<file path="src/rtl/mul_div_if.sv">
// mul_div_if: request/response bundle between the execute-stage controller
// and the iterative RV32M multiply/divide unit.
//   Start  : request, sampled by the unit only while it is idle (IDLE/DONE)
//   funct  : RV32M funct3 selecting the operation
//   A, B   : rs1 / rs2 operands (dividend/multiplicand, divisor/multiplier)
//   Busy   : operation in progress, controller stalls while high
//   Done   : one-cycle pulse, Out is valid in that cycle
//   Out    : registered result, held until the next accepted request completes
// master = issuing controller, slave = mul_div_unit.
interface mul_div_if #(
  parameter int WIDTH = 32
);
  logic             Start;
  logic [2:0]       funct;
  logic [WIDTH-1:0] A;
  logic [WIDTH-1:0] B;
  logic             Busy;
  logic             Done;
  logic [WIDTH-1:0] Out;

  modport master (
    output Start, funct, A, B,
    input  Busy, Done, Out
  );

  modport slave (
    input  Start, funct, A, B,
    output Busy, Done, Out
  );
endinterface

</file>
<file path="src/rtl/mul_div_unit.sv">
// mul_div_unit: iterative RV32M multiply/divide unit with a fixed 35-cycle
// latency (Start edge to Done cycle inclusive) for every opcode and operand.
// Ports:
//   Clock   : rising-edge clock
//   Reset_n : synchronous active-low reset, aborts any operation in flight
//   bus     : mul_div_if.slave (Start, funct, A, B in; Busy, Done, Out out)
// Flow: IDLE -> PREP (magnitudes/signs) -> CALC (32 radix-2 steps)
//       -> FIX (sign fix-up, special cases, load Out) -> DONE (Done pulse).
module mul_div_unit #(
  parameter int WIDTH = 32
) (
  input  logic      Clock,
  input  logic      Reset_n,
  mul_div_if.slave  bus
);

  typedef enum logic [2:0] {
    IDLE = 3'd0,
    PREP = 3'd1,
    CALC = 3'd2,
    FIX  = 3'd3,
    DONE = 3'd4
  } state_t;

  localparam logic [2:0] F_MUL    = 3'b000;
  localparam logic [2:0] F_MULH   = 3'b001;
  localparam logic [2:0] F_MULHSU = 3'b010;
  localparam logic [2:0] F_MULHU  = 3'b011;
  localparam logic [2:0] F_DIV    = 3'b100;
  localparam logic [2:0] F_DIVU   = 3'b101;
  localparam logic [2:0] F_REM    = 3'b110;
  localparam logic [2:0] F_REMU   = 3'b111;

  localparam logic [WIDTH-1:0] ZERO_W = {WIDTH{1'b0}};
  localparam logic [WIDTH-1:0] ONES_W = {WIDTH{1'b1}};
  localparam logic [WIDTH-1:0] MIN_W  = {1'b1, {(WIDTH-1){1'b0}}};

  // Two's-complement negate when requested (result width).
  function automatic logic [WIDTH-1:0] cond_neg(input logic [WIDTH-1:0] v, input logic neg);
    return neg ? (~v + {{(WIDTH-1){1'b0}}, 1'b1}) : v;
  endfunction

  // Two's-complement negate when requested (double-width product).
  function automatic logic [2*WIDTH-1:0] cond_neg2(input logic [2*WIDTH-1:0] v, input logic neg);
    return neg ? (~v + {{(2*WIDTH-1){1'b0}}, 1'b1}) : v;
  endfunction

  state_t             state_r, next_state_s;
  logic [WIDTH-1:0]   a_r, b_r, opnd_r, out_r;
  logic [2:0]         funct_r;
  logic [2*WIDTH-1:0] prod_r;       // product, or {unused, dividend->quotient} when dividing
  logic [WIDTH:0]     rem_r;        // partial remainder
  logic [4:0]         cnt_r;
  logic               neg_res_r, neg_rem_r, div_zero_r, ovf_r;
  logic               busy_r, done_r;

  logic               accept_s, is_div_s, a_signed_s, b_signed_s, a_neg_s, b_neg_s, div_fit_s;
  logic [WIDTH-1:0]   a_mag_s, b_mag_s, quo_fix_s, rem_fix_s, result_s;
  logic [WIDTH:0]     mul_sum_s;
  logic [WIDTH+1:0]   div_trial_s;
  logic [2*WIDTH-1:0] prod_fix_s;

  // Operand signedness per opcode (MULHSU: only A signed; MUL low half is sign-agnostic).
  always_comb begin
    a_signed_s = 1'b0;
    b_signed_s = 1'b0;
    case (funct_r)
      F_MULH, F_DIV, F_REM: begin
        a_signed_s = 1'b1;
        b_signed_s = 1'b1;
      end
      F_MULHSU: begin
        a_signed_s = 1'b1;
        b_signed_s = 1'b0;
      end
      F_MUL, F_MULHU, F_DIVU, F_REMU: begin
        a_signed_s = 1'b0;
        b_signed_s = 1'b0;
      end
      default: begin
        a_signed_s = 1'b0;
        b_signed_s = 1'b0;
      end
    endcase
  end

  assign is_div_s = funct_r[2];
  assign a_neg_s  = a_signed_s & a_r[WIDTH-1];
  assign b_neg_s  = b_signed_s & b_r[WIDTH-1];
  assign a_mag_s  = cond_neg(a_r, a_neg_s);
  assign b_mag_s  = cond_neg(b_r, b_neg_s);

  // One shift-add step: add multiplicand into upper half when multiplier LSB is set.
  assign mul_sum_s   = {1'b0, prod_r[2*WIDTH-1:WIDTH]} + (prod_r[0] ? {1'b0, opnd_r} : {(WIDTH+1){1'b0}});
  // One restoring step: shift next dividend bit into the remainder and trial-subtract.
  assign div_trial_s = {rem_r, prod_r[WIDTH-1]} - {2'b00, opnd_r};
  assign div_fit_s   = ~div_trial_s[WIDTH+1];

  assign prod_fix_s = cond_neg2(prod_r, neg_res_r);
  assign quo_fix_s  = cond_neg(prod_r[WIDTH-1:0], neg_res_r);
  assign rem_fix_s  = cond_neg(rem_r[WIDTH-1:0], neg_rem_r);

  // Result selection including forced divide-by-zero and signed-overflow values.
  always_comb begin
    result_s = ZERO_W;
    case (funct_r)
      F_MUL: result_s = prod_fix_s[WIDTH-1:0];
      F_MULH, F_MULHSU, F_MULHU: result_s = prod_fix_s[2*WIDTH-1:WIDTH];
      F_DIV, F_DIVU: begin
        if (div_zero_r) begin
          result_s = ONES_W;
        end else if (ovf_r) begin
          result_s = MIN_W;
        end else begin
          result_s = quo_fix_s;
        end
      end
      F_REM, F_REMU: begin
        if (div_zero_r) begin
          result_s = a_r;
        end else if (ovf_r) begin
          result_s = ZERO_W;
        end else begin
          result_s = rem_fix_s;
        end
      end
      default: result_s = ZERO_W;
    endcase
  end

  // Requests are only taken when nothing is in flight.
  always_comb begin
    if ((state_r == IDLE) || (state_r == DONE)) begin
      accept_s = bus.Start;
    end else begin
      accept_s = 1'b0;
    end
  end

  // Next-state logic.
  always_comb begin
    next_state_s = state_r;
    case (state_r)
      IDLE: begin
        if (accept_s) next_state_s = PREP;
        else          next_state_s = IDLE;
      end
      PREP: next_state_s = CALC;
      CALC: begin
        if (cnt_r == 5'(WIDTH-1)) next_state_s = FIX;
        else                      next_state_s = CALC;
      end
      FIX:  next_state_s = DONE;
      DONE: begin
        if (accept_s) next_state_s = PREP;
        else          next_state_s = IDLE;
      end
      default: next_state_s = IDLE;
    endcase
  end

  // State register.
  always_ff @(posedge Clock) begin
    if (!Reset_n) state_r <= IDLE;
    else          state_r <= next_state_s;
  end

  // Registered status: derived from the next state so they line up with the state.
  always_ff @(posedge Clock) begin
    if (!Reset_n) begin
      busy_r <= 1'b0;
      done_r <= 1'b0;
    end else begin
      busy_r <= (next_state_s == PREP) || (next_state_s == CALC) || (next_state_s == FIX);
      done_r <= (next_state_s == DONE);
    end
  end

  // Datapath: operand latch, preparation, iteration and result load.
  always_ff @(posedge Clock) begin
    if (!Reset_n) begin
      a_r        <= ZERO_W;
      b_r        <= ZERO_W;
      funct_r    <= 3'b000;
      opnd_r     <= ZERO_W;
      prod_r     <= {(2*WIDTH){1'b0}};
      rem_r      <= {(WIDTH+1){1'b0}};
      cnt_r      <= 5'd0;
      neg_res_r  <= 1'b0;
      neg_rem_r  <= 1'b0;
      div_zero_r <= 1'b0;
      ovf_r      <= 1'b0;
      out_r      <= ZERO_W;
    end else begin
      case (state_r)
        IDLE, DONE: begin
          if (accept_s) begin
            a_r     <= bus.A;
            b_r     <= bus.B;
            funct_r <= bus.funct;
          end
        end
        PREP: begin
          // Multiply: opnd = multiplicand, prod low = multiplier.
          // Divide:   opnd = divisor,      prod low = dividend (becomes quotient).
          opnd_r     <= is_div_s ? b_mag_s : a_mag_s;
          prod_r     <= {ZERO_W, (is_div_s ? a_mag_s : b_mag_s)};
          rem_r      <= {(WIDTH+1){1'b0}};
          cnt_r      <= 5'd0;
          neg_res_r  <= a_neg_s ^ b_neg_s;
          neg_rem_r  <= a_neg_s;
          div_zero_r <= is_div_s && (b_r == ZERO_W);
          ovf_r      <= is_div_s && b_signed_s && (a_r == MIN_W) && (b_r == ONES_W);
        end
        CALC: begin
          cnt_r <= cnt_r + 5'd1;
          if (is_div_s) begin
            rem_r  <= div_fit_s ? div_trial_s[WIDTH:0] : {rem_r[WIDTH-1:0], prod_r[WIDTH-1]};
            prod_r <= {prod_r[2*WIDTH-1:WIDTH], prod_r[WIDTH-2:0], div_fit_s};
          end else begin
            prod_r <= {mul_sum_s, prod_r[WIDTH-1:1]};
          end
        end
        FIX: out_r <= result_s;
        default: out_r <= out_r;
      endcase
    end
  end

  assign bus.Busy = busy_r;
  assign bus.Done = done_r;
  assign bus.Out  = out_r;

endmodule

</file>
<file path="src/flat_wrapper.sv">
// flat-port wrapper written by rule: the top's interface ports become plain ports
module mul_div_unit_flat 
#(
  parameter int WIDTH = 32
)
  (Clock, Reset_n, bus_Start, bus_funct, bus_A, bus_B, bus_Busy, bus_Done, bus_Out);
  mul_div_if #(.WIDTH(WIDTH)) bus_i ();
  input  logic Clock;
  input  logic Reset_n;
  input wire logic [$bits(bus_i.Start)-1:0] bus_Start;
  input wire logic [$bits(bus_i.funct)-1:0] bus_funct;
  input wire logic [$bits(bus_i.A)-1:0] bus_A;
  input wire logic [$bits(bus_i.B)-1:0] bus_B;
  output wire logic [$bits(bus_i.Busy)-1:0] bus_Busy;
  output wire logic [$bits(bus_i.Done)-1:0] bus_Done;
  output wire logic [$bits(bus_i.Out)-1:0] bus_Out;
  assign bus_i.Start = bus_Start;
  assign bus_i.funct = bus_funct;
  assign bus_i.A = bus_A;
  assign bus_i.B = bus_B;
  assign bus_Busy = bus_i.Busy;
  assign bus_Done = bus_i.Done;
  assign bus_Out = bus_i.Out;
  mul_div_unit #(.WIDTH(WIDTH)) u_core (.Clock(Clock), .Reset_n(Reset_n), .bus(bus_i));
endmodule
</file>
<file path="config.mk">
export PLATFORM = sky130hd
export DESIGN_NAME = mul_div_unit_flat
export DESIGN_NICKNAME = d
export VERILOG_FILES = /design/src/rtl/mul_div_if.sv /design/src/rtl/mul_div_unit.sv /design/src/flat_wrapper.sv
export SDC_FILE = /design/constraint.sdc
export NUM_CORES = 1
export LEC_CHECK = 0
export CAP_MARGIN = 0
export CORE_MARGIN = 3
export CORE_UTILIZATION = 35
export CTS_CLUSTER_SIZE = 14
export DETAILED_ROUTE_END_ITERATION = 16
export PLACE_DENSITY_LB_ADDON = 0.12
export SLEW_MARGIN = 20
export SYNTH_ARGS = -nofsm -noshare
export SYNTH_HDL_FRONTEND = slang
export SYNTH_SLANG_ARGS = --single-unit
</file>
<file path="constraint.sdc">
create_clock -name Clock -period 6.7 [get_ports Clock]
set_input_delay 0.67 -clock Clock [delete_from_list [all_inputs] [get_ports Clock]]
set_output_delay 0.67 -clock Clock [all_outputs]
set_load 0.1 [all_outputs]
</file>
# After elaboration in Yosys (flattened, before gate mapping)
# Memories as Yosys holds them, arrays and structs flattened. A register that Yosys moved wholly into a read port is not among the register bits.
# Cells that the tools add are included.
[totals] register_bits=242 romBits=16 in_bits=70 out_inout_bits=34 word_cells=97 mem_count=1
[op_classes] n_addsub=8 n_eq_ne=20 n_mux=25 n_bitwise=9 reduce_logical=18
[mem_list] memory="(name not given)" depth=8 word_bits=2 rd=1 rd_ports_with_merged_regs=1 wr=0 line="mul_div_unit.sv:67" source="case (funct_r)"
[ops] op="2-to-1 mux 32 bit" count=11
[ops] op="adder 32 x 1 -> 32 bit (second input constant)" count=4
[ops] op="2-to-1 mux 64 bit" count=2
[ops] op="NOT 32 bit" count=4
[ops] op="one-hot mux 32 bit (4 select lines)" count=1
[ops] op="one-hot mux 64 bit (2 select lines)" count=1
[ops] op="2-to-1 mux 33 bit" count=2
[ops] op="one-hot mux 33 bit (2 select lines)" count=1
[ops] op="adder 64 x 1 -> 64 bit (second input constant)" count=1
[ops] op="equality test 32 bit (second input constant)" count=2
[ops] op="NOT 64 bit" count=1
[ops] op="subtractor 34 x 32 -> 34 bit" count=1
[ops] op="adder 32 x 33 -> 33 bit" count=1
[ops] op="logical NOT 32 bit" count=1
[ops] op="equality test 3 x 2 -> 1 bit (second input constant)" count=6
[ops] op="equality test 3 bit (second input constant)" count=6
[ops] op="one-hot mux 3 bit (4 select lines)" count=1
[ops] op="one-hot mux 5 bit (2 select lines)" count=1
[ops] op="equality test 3 x 1 -> 1 bit (second input constant)" count=3
[ops] op="logical NOT 3 bit" count=2
[ops] op="2-to-1 mux 3 bit" count=2
[ops] op="AND reduction 2 bit" count=3
[ops] op="OR reduction 2 bit" count=3
[ops] op="adder 5 x 1 -> 5 bit (second input constant)" count=1
[ops] op="11 further kinds" count=19

# Depth between registers and ports, before layout
[logic_depth] word_depth=8 ltp_mapped=14 ltp_nobuf=13

# Worst setup path after synthesis
# OpenSTA, ideal clock, no wires.
[synth_path] path_kind="register to register" start="reg u_core.prod_r[6]" end="reg u_core.out_r[30] (netlist: u_core.bus.Out[30])" setup_ns=0.127 t_arrival_ns=3.027 t_required_ns=6.573 setup_slack_ns=3.546 stages_incl_launch_ff=12 n_path_buf=2 period_less_slack_ns=3.154 path_cell_list="dfxtp_1 buf_6 or4_4 or3_4 nor4b_4 nand2_4 or3_1 buf_6 nor3_2 mux2_1 a211oi_1 a211oi_2"
[synth_via] elab_chain_cells=6 word_cells_on_any_way=9 cone_classes="2 x add/sub; 5 x mux; 2 x bitwise"
[synth_lines] element="start, declared" line="mul_div_unit.sv:51" source="logic [2*WIDTH-1:0] prod_r;"
[synth_lines] element="start signal, assigned" line="mul_div_unit.sv:186" source="prod_r <= {(2*WIDTH){1'b0}};"
[synth_lines] element="start signal, assigned" line="mul_div_unit.sv:207" source="prod_r <= {ZERO_W, (is_div_s ? a_mag_s : b_mag_s)};"
[synth_lines] element="start signal, assigned" line="mul_div_unit.sv:219" source="prod_r <= {prod_r[2*WIDTH-1:WIDTH], prod_r[WIDTH-2:0], div_fit_s};"
[synth_lines] element="NOT 32 bit" line="mul_div_unit.sv:40" source="return neg ? (~v + {{(WIDTH-1){1'b0}}, 1'b1}) : v;"
[synth_lines] element="adder 32 x 1 -> 32 bit" line="mul_div_unit.sv:40"
[synth_lines] element="2-to-1 mux 32 bit" line="mul_div_unit.sv:40"
[synth_lines] element="2-to-1 mux 32 bit" line="mul_div_unit.sv:112" source="end else if (ovf_r) begin"
[synth_lines] element="2-to-1 mux 32 bit" line="mul_div_unit.sv:110" source="if (div_zero_r) begin"
[synth_lines] element="one-hot mux 32 bit (4 select lines) *" line="mul_div_unit.sv:106" source="case (funct_r)"
[synth_lines] element="end signal, assigned" line="mul_div_unit.sv:224" source="FIX: out_r <= result_s;"
[synth_lines] element="end signal, assigned" line="mul_div_unit.sv:225" source="default: out_r <= out_r;"
[synth_lines] element="end, declared" line="mul_div_unit.sv:49" source="logic [WIDTH-1:0] a_r, b_r, opnd_r, out_r;"
# Mark *: on every way between the ends. The rest lies on a longest branch, timed or not.
# A chain may end at the register's enable or synchronous reset.

# Worst setup path in the final report
[layout_path] start="reg u_core.prod_r[31]" end="reg u_core.rem_r[23]"
[layout_via] elab_chain_cells=4
[layout_lines] element="subtractor 34 x 32 -> 34 bit" line="mul_div_unit.sv:96" source="assign div_trial_s = {rem_r, prod_r[WIDTH-1]} - {2'b00, opnd_r};"
[layout_lines] element="2-to-1 mux 33 bit" line="mul_div_unit.sv:218" source="rem_r <= div_fit_s ? div_trial_s[WIDTH:0] : {rem_r[WIDTH-1:0], prod_r[WIDTH-1]};"
[layout_lines] element="2-to-1 mux 33 bit" line="mul_div_unit.sv:217" source="if (is_div_s) begin"
[layout_lines] element="one-hot mux 33 bit (2 select lines)" line="mul_div_unit.sv:195" source="case (state_r)"
[layout_lines] element="end signal, assigned" line="mul_div_unit.sv:187" source="rem_r <= {(WIDTH+1){1'b0}};"
[layout_lines] element="end signal, assigned" line="mul_div_unit.sv:208" source="rem_r <= {(WIDTH+1){1'b0}};"
[layout_lines] element="end signal, assigned" line="mul_div_unit.sv:218"
[layout_lines] element="end, declared" line="mul_div_unit.sv:52" source="logic [WIDTH:0] rem_r;"
# No other way between the ends. The select of a mux whose other input is x is not followed.

==> results by group <==
Critical path
  – CP Capture Type: flop
  – CP required: just over 7 ns
  – Worst setup SP type: flop
  – Crit path DAT: roughly 4.5 ns
  – WS Path Type: reg2reg
  – Max FO, Critical Path: 17

Routing
  – Avg WL per Cell: around 24 microns
  – WL final: 74.0 mm
  – Residual DRC: 0
  – DR vias: 18400
  – Antenna violation net count after detailed routing: 0
  – DR iter-0 viols: ~1600
  – Via density: 5.88
  – TritonRoute pass-1 iters: 6

Status
  – Status: completed

Final layout
  – Commonest non-fill, non-tap cell in the layout: nand2_1
  – Most frequent cells in the layout: nand2_1, a21oi_1, dfxtp_1
  – Multi-input gate area: ~12000 sq um
  – Antenna cell count: 0
  – Fin nets: around 2600
  – # fillers: between 5000 and 6000
  – Area Growth Syn to Fin: 14.3%
  – Register area: approximately 4900 sq um
  – Fraction of layout cells with a size suffix above 1: 0.0502

Die
  – Cell Rows: slightly above 80
  – Placeable Area: 50200 sq um
  – Ports: about 100
  – Die height: approximately 230 microns
  – Die W: 232 microns
  – Die area: ~54000 sq um
  – Initial Utilization: 0.355

Synth
  – Yosys reg bits: around 240
  – Syn Nets: about 2600
  – Asr flop ratio synth: 0
  – Adder-cell share of the synthesized area: 0.0529
  – Synth Area in Compound Gates: 0.281
  – Netlist cell types: 83
  – Mapped Avg Cell Area: roughly 7.4 sq um
  – Post-synthesis mux area share: 0.0363
  – Largest family of logic cells by synthesized area: compound AO/OA/AOI/OAI gates
  – Simple-Gate Fraction of Synth Area: 0.209
  – Synthesized-area fraction occupied by xor and xnor cells: 0.0964
  – Syn Std Cell Area: approximately 18000 sq um
  – Synth Flop Type: dfxtp_1
  – Synth warn: 0
  – Post-synth EDFFs: 0
  – Seq/Total Area, Yosys: 0.274
  – Cells after Synth: 2420

Clock network
  – Clock sinks: between 200 and 250
  – CTS hold repair buffers: 0
  – CTS Buffer Depth: 3
  – H-tree depth: 1
  – CTS tree: yes
  – Clk pin slew, worst setup/hold paths: approximately 0.06 ns
  – Num CTS Buffers: 31
  – Clock latency on the worst-skew pair: 0.63 ns
  – Clock root buffer: clkbuf_16
  – Post-CTS Setup Inserts: 0
  – Cts repair resizes: 0

Timing
  – Slew HR: 0.290
  – Clock Skew: 0.0478 ns
  – Fin. Hold Viols: 0
  – Final cycle utilization of the critical path: 0.600
  – RSZ-0062 raised after global routing: false
  – Max Clock Freq: approximately 0.25 GHz
  – Minimum clock period after layout: around 4 ns
  – Setup_tns: 0 ns
  – Worst-Margin Slew: 1.05 ns
  – Setup Viol. Count Final: 0
  – Max Slew Vio Count: 0

Global route
  – GRT Overall Usage: 0.267
  – Vias in the first global route: 17200
  – Antenna violations before repair: 1
  – Pin count of the biggest net entering global routing: approximately 100
  – GRT overflow: 0
  – First-pass GRT wire length: about 110 mm

Hold path
  – Hold crit path type: reg2reg

Power
  – P_leak: around 7.7 nW
  – Worst vdd ir: 0.000222 V
  – Post-route total power: ~4.6 mW
  – Power density over cell area: 225 nW/um^2

Place
  – HPWL Detailed: roughly 56 mm
  – GPL Wtd Cong: between 0.9 and 1
  – IO Port Bufs: between 100 and 150

Run
  – MaxCap Viol Count: 0
stage by stage:
step	instances	cell area, sq um	util	hold WS [ns]	setup slack (ns)
after global placement	3065	19300	0.385	0.441	2.91
after detailed placement	3065	19300	0.385	0.440	2.81
after floorplan	2420	17800	-	0.415	3.55
after CTS	3121	20300	0.405	0.450	2.77
final	3121	20300	0.405	0.448	2.68
after global routing	3121	20300	0.405	0.466	2.40
synth_stat cells (29+ instances only):
cell	number	area share
nor3_1	48	0.013
nor2_1	202	0.043
o31ai_1	41	0.017
nand2_1	357	0.075
mux2i_1	59	0.033
nand3_1	47	0.013
a211oi_1	51	0.022
dfxtp_1	244	0.27
o211ai_1	32	0.013
xnor2_1	93	0.046
inv_1	72	0.015
a21o_1	29	0.012
clkbuf_1	141	0.030
xor2_1	103	0.051
ha_1	72	0.051
a21oi_1	272	0.076
o21ai_0	184	0.052
layer usage:
| metal | routed length (microns) | part of all wire | vias up | GRT usage |
|---|---|---|---|---|
| met5 | 0 | 0 | - | 0 |
| met4 | 5030 | 0.068 | 0 | 0.156 |
| met3 | 4560 | 0.062 | 169 | 0.0339 |
| met2 | 32200 | 0.44 | 649 | 0.412 |
| met1 | 32100 | 0.43 | 8798 | 0.358 |
| li1 | - | - | 8739 | - |
flip-flops by register name, indices dropped and copies added, names as in the netlist:
signal / count
u_core.a_r: 32
u_core.a_signed_s: 1
u_core.b_r: 32
u_core.b_signed_s: 1
u_core.bus.Busy: 1
u_core.bus.Done: 1
u_core.bus.Out: 32
u_core.cnt_r: 5
u_core.div_zero_r: 1
u_core.funct_r: 3
u_core.neg_rem_r: 1
u_core.neg_res_r: 1
u_core.opnd_r: 32
u_core.ovf_r: 1
u_core.prod_r: 64
u_core.rem_r: 33
u_core.state_r: 3
area by class of cell:
type                            instances  area share
Tap cell                              672      0.0413
Clock inverter                         10     0.00597
Clock buffer                           46      0.0444
Timing Repair Buffer                  132      0.0620
Multi-Input combinational cell       1943       0.592
Sequential cell                       244       0.240
Inverter                               74      0.0138
power by group:
group / internal [mW] / leakage (nW) / switching, mW
combinational: 0.426 / 5.19 / 0.787
sequential: 1.51 / 1.98 / 0.123
clock: 1.00 / 0.504 / 0.723
final timing paths:
path	start	end	slack, ns	cells past startpoint
worst max register to register	u_core.prod_r[31]$_SDFFE_PN0P_	u_core.rem_r[23]$_SDFFE_PN0P_	2.68	12
worst min-delay path	u_core.bus.Out[27]$_SDFFE_PN0P_	u_core.bus.Out[27]$_SDFFE_PN0P_	0.45	2
worst min register to register	u_core.bus.Out[27]$_SDFFE_PN0P_	u_core.bus.Out[27]$_SDFFE_PN0P_	0.45	2
worst max-delay path	u_core.prod_r[31]$_SDFFE_PN0P_	u_core.rem_r[23]$_SDFFE_PN0P_	2.68	12
cells by family (layout without fill, tap and decap cells):
family | count (synthesis) | in the layout
AO/OA/AOI/OAI | 794 | 794
AND/OR/NAND/NOR | 815 | 815
adder cells (fa/ha/maj) | 74 | 74
buffers and inverters | 233 | 262
flip-flops | 244 | 244
multiplexers | 64 | 64
XOR/XNOR | 196 | 196
worst max-delay path: stages (launching register included):
cell	delay, ns
dfxtp_1	0.52
inv_1	0.18
ha_1	0.26
nor2b_1	0.15
o31ai_1	0.09
a21oi_1	0.32
a21oi_1	0.27
o21ai_0	0.48
mux2i_1	0.24
buf_4	0.19
and2_1	0.75
o21ai_0	0.20
a22o_1	0.23
(Power assumes the default switching activity.)
